<file path="src/rtl/mult_pkg.sv">
// Shared types and helpers for the shift-and-add multiplier.
// The state encoding and the iteration-counter width both live here.
package mult_pkg;

  typedef enum logic [1:0] {
    IDLE = 2'd0,
    RUN  = 2'd1,
    DONE = 2'd2
  } state_e;

  // ceil(log2(size)), at least 1 bit; sized for operand widths up to 2^16.
  function automatic int unsigned count_width(input int unsigned size);
    int unsigned w;
    w = 1;
    for (int unsigned i = 1; i < 16; i++) begin
      if ((32'd1 << i) < size) w = i + 1;
    end
    return w;
  endfunction

endpackage

</file>
<file path="src/rtl/multiplication.sv">
// Sequential shift-and-add unsigned multiplier, one multiplier bit per cycle.
// Optional macro MULT_EARLY_EXIT_EN: stop iterating once the remaining multiplier bits are zero.
module multiplication
  import mult_pkg::*;
#(
  parameter int unsigned SIZE = 64
) (
  input  logic              clk,
  input  logic              rst_n,
  input  logic [SIZE-1:0]   input_multiplicand_tdata,
  input  logic              input_multiplicand_tvalid,
  output logic              input_multiplicand_tready,
  input  logic [SIZE-1:0]   input_multiplier_tdata,
  input  logic              input_multiplier_tvalid,
  output logic              input_multiplier_tready,
  output logic [2*SIZE-1:0] output_tdata,
  output logic              output_tvalid,
  input  logic              output_tready
);

  localparam int unsigned           CW   = count_width(SIZE);
  localparam int unsigned           PW   = 2 * SIZE;
  localparam logic [CW-1:0]         LAST = CW'(SIZE - 1);

  state_e          state_q;
  logic            ready_q;
  logic [PW-1:0]   acc_q;
  logic [PW-1:0]   mcand_q;
  logic [SIZE-1:0] mplier_q;
  logic [CW-1:0]   count_q;
  logic [PW-1:0]   out_data_q;
  logic            out_valid_q;

  logic            accept;
  logic            early_exit;
  logic [PW-1:0]   acc_d;

  // ready_q mirrors "in IDLE" but stays low while reset is applied and for
  // the first cycle after it, so no operand is taken during reset.
  assign accept                    = ready_q & input_multiplicand_tvalid & input_multiplier_tvalid;
  assign input_multiplicand_tready = accept;
  assign input_multiplier_tready   = accept;
  assign output_tdata              = out_data_q;
  assign output_tvalid             = out_valid_q;

  // NOTE: every signal driven from always_comb gets a default first, so no
  // path through the block can leave it unassigned and infer a latch.
  always_comb begin
    acc_d      = acc_q;
    early_exit = 1'b0;
    if (mplier_q[0]) acc_d = acc_q + mcand_q;
`ifdef MULT_EARLY_EXIT_EN
    early_exit = (mplier_q == '0);
`endif
  end

  // NOTE: sequential state uses non-blocking assignments only, so every
  // register samples the pre-edge values regardless of statement order.
  always_ff @(posedge clk or negedge rst_n) begin
    // NOTE: the datapath registers are reset too, so a reset mid-RUN or in
    // DONE can never leak a partial product into the next result.
    if (!rst_n) begin
      state_q     <= IDLE;
      ready_q     <= 1'b0;
      acc_q       <= '0;
      mcand_q     <= '0;
      mplier_q    <= '0;
      count_q     <= '0;
      out_data_q  <= '0;
      out_valid_q <= 1'b0;
    end else begin
      case (state_q)
        IDLE: begin
          ready_q <= 1'b1;
          if (accept) begin
            acc_q    <= '0;
            mcand_q  <= {{SIZE{1'b0}}, input_multiplicand_tdata};
            mplier_q <= input_multiplier_tdata;
            count_q  <= '0;
            ready_q  <= 1'b0;
            state_q  <= RUN;
          end
        end

        RUN: begin
          if (early_exit) begin
            state_q <= DONE;
          end else begin
            acc_q    <= acc_d;
            mcand_q  <= mcand_q << 1;
            mplier_q <= mplier_q >> 1;
            count_q  <= count_q + 1'b1;
            if (count_q == LAST) state_q <= DONE;
          end
        end

        DONE: begin
          // First DONE cycle registers the product; it is then held until taken.
          if (!out_valid_q) begin
            out_data_q  <= acc_q;
            out_valid_q <= 1'b1;
          end else if (output_tready) begin
            out_data_q  <= '0;
            out_valid_q <= 1'b0;
            ready_q     <= 1'b1;
            state_q     <= IDLE;
          end
        end

        default: begin
          ready_q     <= 1'b0;
          out_valid_q <= 1'b0;
          state_q     <= IDLE;
        end
      endcase
    end
  end

endmodule

</file>
<file path="config.mk">
export PLATFORM = sky130hd
export DESIGN_NAME = multiplication
export DESIGN_NICKNAME = d
export VERILOG_FILES = /design/src/rtl/mult_pkg.sv /design/src/rtl/multiplication.sv
export SDC_FILE = /design/constraint.sdc
export NUM_CORES = 1
export LEC_CHECK = 0
export CAP_MARGIN = 40
export CORE_ASPECT_RATIO = 0.7
export CORE_UTILIZATION = 45
export DETAILED_ROUTE_END_ITERATION = 10
export GPL_TIMING_DRIVEN = 0
export PLACE_DENSITY = 0.65
export SYNTH_ARGS = -nofsm -noshare
export SYNTH_HDL_FRONTEND = slang
export SYNTH_SLANG_ARGS = --single-unit
</file>
<file path="constraint.sdc">
create_clock -name clk -period 4 [get_ports clk]
set_input_delay 0.8 -clock clk [delete_from_list [all_inputs] [get_ports clk]]
set_output_delay 0.8 -clock clk [all_outputs]
set_load 0.005 [all_outputs]
</file>
==> results_dict.tcl <==
set metrics [dict create \
    wirelength_mm 92.6 \
    synthTopCellsByArea "dfrtp_1, nand2_1, a22o_1, ha_1, a21oi_1" \
    crit_buf_inv 2 \
    drtIter0Drc 2903 \
    outcome "completed" \
    die_y_um 206 \
    cts_buffer_depth 3 \
    min_period_over_period_pct 99.1 \
    ys_ff_latch 458 \
    drive_above_1_share_pct 5.86 \
    hp-class "input pin to asynchronous set/reset pin" \
    antennaDiodeCount 0 \
    syn2layout_area_growth_pct 21.2 \
    arrival_ns 4.43 \
    syn_area_per_cell_um2 8.75 \
    reg2reg_depth 14 \
    required_ns 4.46 \
    vdd_drop_max_v 0.000420 \
    numPortBuffers 263 \
    critPathMaxFanout 4 \
    crit_chain "ha_1 -> inv_1 -> fa_1 -> and2b_1 -> o211ai_2 -> a211o_1 -> a311oi_4 -> buf_4 -> nor2_4 -> o21ai_1 -> a21oi_2 -> o31ai_2 -> xnor2_1 -> o21ai_1" \
    antenna_found_initial 1 \
    tns_ns 0 \
    synth_cell_types 92 \
    reg2reg_to "acc_q[86]$_DFFE_PN0P_" \
    track_usage_pct 30.5 \
    yosys_warnings 0 \
    design.core.area_um2 58400 \
    worst_path_max_delay_cell "dfrtp_1" \
    hpwl_mm 73.4 \
    start_util_pct 45.6 \
    synth_most_common_cell "nand2_1" \
    synth_common_cells "nand2_1, dfrtp_1, nor2_1" \
    nets 3641 \
    whs_ns 0.173 \
    r2r_slack_ns 0.04 \
    num_rows 74 \
    synth_ff_type "dfrtp_1" \
    cap_violations 0 \
    dieArea_um2 60200 \
    drt-wirelength-per-cell_um 22.0 \
    cpPeakStageDelay_ns 0.46 \
    syn_area_um2 26600 \
    cp_top_family "compound AO/OA/AOI/OAI gates" \
    fmax_mhz 252 \
    crit_end "acc_q[86]$_DFFE_PN0P_" \
    hold_viol 0 \
    drtAntennaViolNets 0 \
    overflow 0 \
    vias 25200 \
    p_total_uw 28100 \
    place.gp.congestion 1.03 \
    setup_viol 0 \
    synthCells 3044 \
    root_buffer "clkbuf_16" \
    seq_area_frac_synth_pct 43.0 \
    r2r-start "mcand_q[0]$_DFFE_PN0P_" \
    tightest_slew_ns 0.912 \
    vias_per_cell 5.98 \
    cts_tree "yes" \
    worstSetupStartpoint "mcand_q[0]$_DFFE_PN0P_" \
    async_flop_share_pct 100 \
    synth_edf_count 0 \
    end_kind "flop" \
    yosys.area.top_type "dfrtp_1" \
    dieWidth_um 293 \
    drc 0 \
    h-tree-depth 2 \
    clock_sinks 458 \
    power.density_nw_per_um2 871 \
    cts_buffers 46 \
    first_pass_iters 6 \
    relSlewSlack_pct 38.6 \
    syn_nets 3306 \
    criticalPathCategory "flop to flop" \
    ioPinCount 264 \
    grt_pass1_vias 23600 \
    slew_viol_final 0 \
    finClkSkew_ns 0.0289 \
    cp_common_cell "o21ai_1" \
    grt_max_degree 107 \
    grt_pass1_wl_mm 142 \
    leakagePower_uw 0.0138 \
    cts_hold_buf 0 \
    clock_latency_ns 0.61 \
    crit_cells 14 \
    yosysTopAreaCellShare_pct 43.0 \
    min_period_ns 3.96 \
    path_clk_slew_ns 0.07 \
    critPathLaunchType "flop" \
]
[placed cells by master, fill, tap and decap left out, types with 54 or more instances in the layout]
| cell | netlist | final |
|---|---|---|
| nand3_1 | 80 | 79 |
| a31oi_1 | 141 | 140 |
| xnor2_1 | 60 | 60 |
| dfrtp_1 | 458 | 458 |
| nand2_1 | 490 | 489 |
| a21oi_1 | 214 | 213 |
| xor2_1 | 54 | 54 |
| clkdlybuf4s50_1 | 0 | 262 |
| ha_1 | 128 | 128 |
| clkbuf_1 | 156 | 166 |
| nor2_1 | 273 | 273 |
| a22o_1 | 201 | 201 |
| o21ai_0 | 197 | 195 |
| nand4_1 | 88 | 88 |
[stage by stage]
stage / utilization, % / worst slack (ns) / cell area [um2] / std cells
2_1_floorplan: - / 0.932 / 26600 / 3044
6_report: 55.3 / 0.0379 / 32300 / 4211
5_1_grt: 55.3 / -0.0240 / 32300 / 4211
3_5_place_dp: 52.4 / -0.200 / 30600 / 4124
3_3_place_gp: 51.8 / -17.63 / 30300 / 4105
4_1_cts: 55.0 / -0.00487 / 32100 / 4206
[area by class of cell]
class	count	area (um2)
Buffer	213	853
Clock buffer	66	1330
Clock inverter	16	190
Fill cell	5228	26100
Inverter	40	150
Multi-Input combinational cell	2332	14300
Sequential cell	458	11500
Tap cell	798	998
Timing Repair Buffer	288	3000
[worst min-delay path by stage]
stage	slack (ns)	to	depth (start not counted)
2_1_floorplan	0.47	mplier_q[63]$_DFFE_PN0P_	1
3_3_place_gp	0.48	output_tdata[68]$_DFFE_PN0P_	1
3_5_place_dp	0.48	output_tdata[11]$_DFFE_PN0P_	1
4_1_cts	0.18	mcand_q[54]$_DFFE_PN0P_	1
5_1_grt	0.21	mcand_q[54]$_DFFE_PN0P_	1
6_report	0.17	mcand_q[54]$_DFFE_PN0P_	1
[kinds of logic (layout without fill, tap and decap cells)]
kind of cell | count (synthesis) | after routing | share of synthesized area (%)
compound gates | 1022 | 1022 | 25.6
xor+xnor | 114 | 114 | 3.75
fa+ha+maj | 129 | 129 | 6.09
buf+inv | 254 | 623 | 3.78
flops | 458 | 458 | 43.0
mux | 6 | 6 | 0.240
simple gates | 1061 | 1061 | 17.5
[timing repair]
action | CTS | global route
buffers inserted | 0 | 4
hold endpoints to repair | 0 | 0
setup endpoints to repair | 10 | 31
pin swaps | 0 | 2
resized for setup | 8 | 16
[layer usage]
layer,wire length (um),GRT usage [%],vias to the layer above
met5,0,0,-
met4,1700,6.41,0
met3,8400,6.02,99
met2,37100,42.2,1030
met1,45400,48.3,12300
li1,-,-,11800
[power breakdown]
part | switching (uW) | internal [uW] | leakage (uW)
Clock | 1910 | 2510 | 0.000742
Combinational | 10600 | 5430 | 0.00722
Sequential | 1410 | 6210 | 0.00588
Total | 14000 | 14200 | 0.0138
[state kept, by name, indices dropped and copies added, names as in the netlist]
signal         flops
output_tdata     128
mcand_q          128
ready_q            1
mplier_q          64
state_q            2
acc_q            128
count_q            6
output_tvalid      1
No activity file was read; power rests on OpenSTA's default activity.
==> RTL change: new RTL, config.mk and constraints unchanged <==
Build with the macro `MULT_EARLY_EXIT_EN` defined.
--- a/src/rtl/multiplication.sv
+++ b/src/rtl/multiplication.sv
@@ -1,5 +1,7 @@
 // Sequential shift-and-add unsigned multiplier, one multiplier bit per cycle.
 // Optional macro MULT_EARLY_EXIT_EN: stop iterating once the remaining multiplier bits are zero.
+`define MULT_EARLY_EXIT_EN
+
 module multiplication
   import mult_pkg::*;
 #(
Behaviour: same outputs for any inputs over 4 cycles, from zero or initial values and one cycle with rst_n low; that may be too few to reach the edited logic, so the function may still have changed.
==> RTL change against the original RTL <==
The flow now finishes with violations (setup timing); fmax is 1.6% lower; area after synthesis is 1.0% lower; count of clock-buffer cells in the layout is 2 lower; non-clock buffer count is 1 higher; cell area is 1.5% higher; die area is 1.0% lower; sequential cell count stayed put; critical path depth is 1 higher; total power is 9.7% lower; setup slack worse by 64 ps; clock power is 1% lower; wire length is 4.6% lower; largest cell class unchanged; largest power group unchanged.
==> RTL change: results (changes against the original RTL) <==
| Metric | Value |
|---|---|
| M1 WL | `45.16 mm (was 45.44 mm)` |
| Met2 WL | `34.48 mm (was 37.09 mm)` |
| Worst VDD drop | `448.9 uV (was 420.2 uV)` |
| Syn_area_per_cell | `9.042 um2 (was 8.752 um2)` |
| Dpl cell area | `30170 um2 (was 30590 um2)` |
| WP data arrival | `4460 ps (was 4430 ps)` |
| Min Hold Slack | `171.5 ps (was 172.7 ps)` |
| WL final | `88.37 mm (was 92.63 mm)` |
| Layout non-clock buf frac | `12.17% (was 11.93%)` |
| Die Wd | `291.3 um (was 292.8 um)` |
| Synth cell count leaders | `458 x dfrtp_1, 451 x nand2_1, 374 x o21ai_0 (was 490 x nand2_1, 458 x dfrtp_1, 273 x nor2_1)` |
| FF+latch count | `458 (unchanged)` |
| Non-clk invs | `29 (was 40)` |
| Placed cell count | `3943 (was 4124)` |
| Reg area | `11470 um2 (was 11460 um2)` |
| Leak | `14.00 nW (was 13.84 nW)` |
| DP Worst Slack | `-1141 ps (was -200.5 ps)` |
| Synth top area cells | `dfrtp_1 43%, o21ai_0 7.1%, nand2_1 6.4% (was dfrtp_1 43%, nand2_1 6.9%, a22o_1 6.6%)` |
| Clk_lat worst skew | `590 ps (was 610 ps)` |
| Placer Congestion | `0.9758 (was 1.034)` |
| TritonCTS Buffers | `46 (unchanged)` |
| Share of cells above drive strength 1 | `8.805% (was 5.860%)` |
| Status | `finished with violations (was finished clean)` |
| Largest net degree at the start of global routing | `125 (was 107)` |
| Top layer in use | `met5 (was met4)` |
| Clock network area share | `4.520% (was 4.701%)` |
| Synth Net Count | `3178 (was 3306)` |
| GR Util All Layers | `29.42% (was 30.51%)` |
| Post-DP HPWL | `67.77 mm (was 73.39 mm)` |
| CLK BUF | `64 (was 66)` |
| Post-route setup slack | `-25.77 ps (was 37.93 ps)` |
| Non-Filler Instances | `4055 (was 4211)` |
| RR Endpoint | `acc_q[122] (was acc_q[86])` |
| Post-synthesis sequential area ratio | `43.47% (was 43.02%)` |
| Layout Nets | `3534 (was 3641)` |
| Non-CTS buffers | `502 (was 501)` |
| Worst path max stage delay | `400 ps (was 460 ps)` |
| Area of the multi-input gates | `14790 um2 (was 14310 um2)` |
| Pwr Density | `775.1 nW/um2 (was 871.0 nW/um2)` |
| TNS Setup | `-25.77 ps (was 0 ps)` |
| Library cells used by synthesis | `77 (was 92)` |
| Worst Skew | `19.94 ps (was 28.86 ps)` |
| Mean number of vias per cell | `5.973 (was 5.976)` |
| Initial antenna violation count | `2 (was 1)` |
| DR iter-0 viols | `2403 (was 2903)` |
| Met3 Use GR | `5.208% (was 6.016%)` |
| CP Launch Point | `acc_q[29] (was mcand_q[0])` |
| Final setup fails | `1 (was 0)` |
| GR Util met1 | `47.89% (was 48.32%)` |
| WL met3 | `7.303 mm (was 8.398 mm)` |
| Violated checks | `setup timing` |
-- RTL change: cell types whose count changed after synthesis, moves of 29 or more --
cell	change
o21ai_0	+177
nor2_1	-145
a31oi_1	-127
mux2i_1	+123
a22o_1	-73
nand2_1	-39
nand3_1	+38
a21oi_1	-29
-- RTL change: where the power goes --
group / total (mW) / switching [mW] / internal (mW) / leakage (nW)
combinational: 12.5 / 7.22 / 5.26 / 7.16
sequential: 8.56 / 1.94 / 6.62 / 6.10
clock: 4.36 / 1.91 / 2.45 / 0.734
-- RTL change: cell families after synthesis --
kind of cell	count (synthesis)	share of synthesized area (%)
buffers and inverters	223	3.307
AOI/OAI and AO/OA	953	22.80
adders and majority gates	129	6.150
xor gates and xnor gates	123	4.086
muxes	127	4.826
and+or+nand+nor	903	15.36
DFF	458	43.47
-- RTL change: repair_timing --
item,CTS,global route
gates resized for setup,58,114
setup endpoints to repair,254,125
pin swaps,20,43
setup buffers,15,23
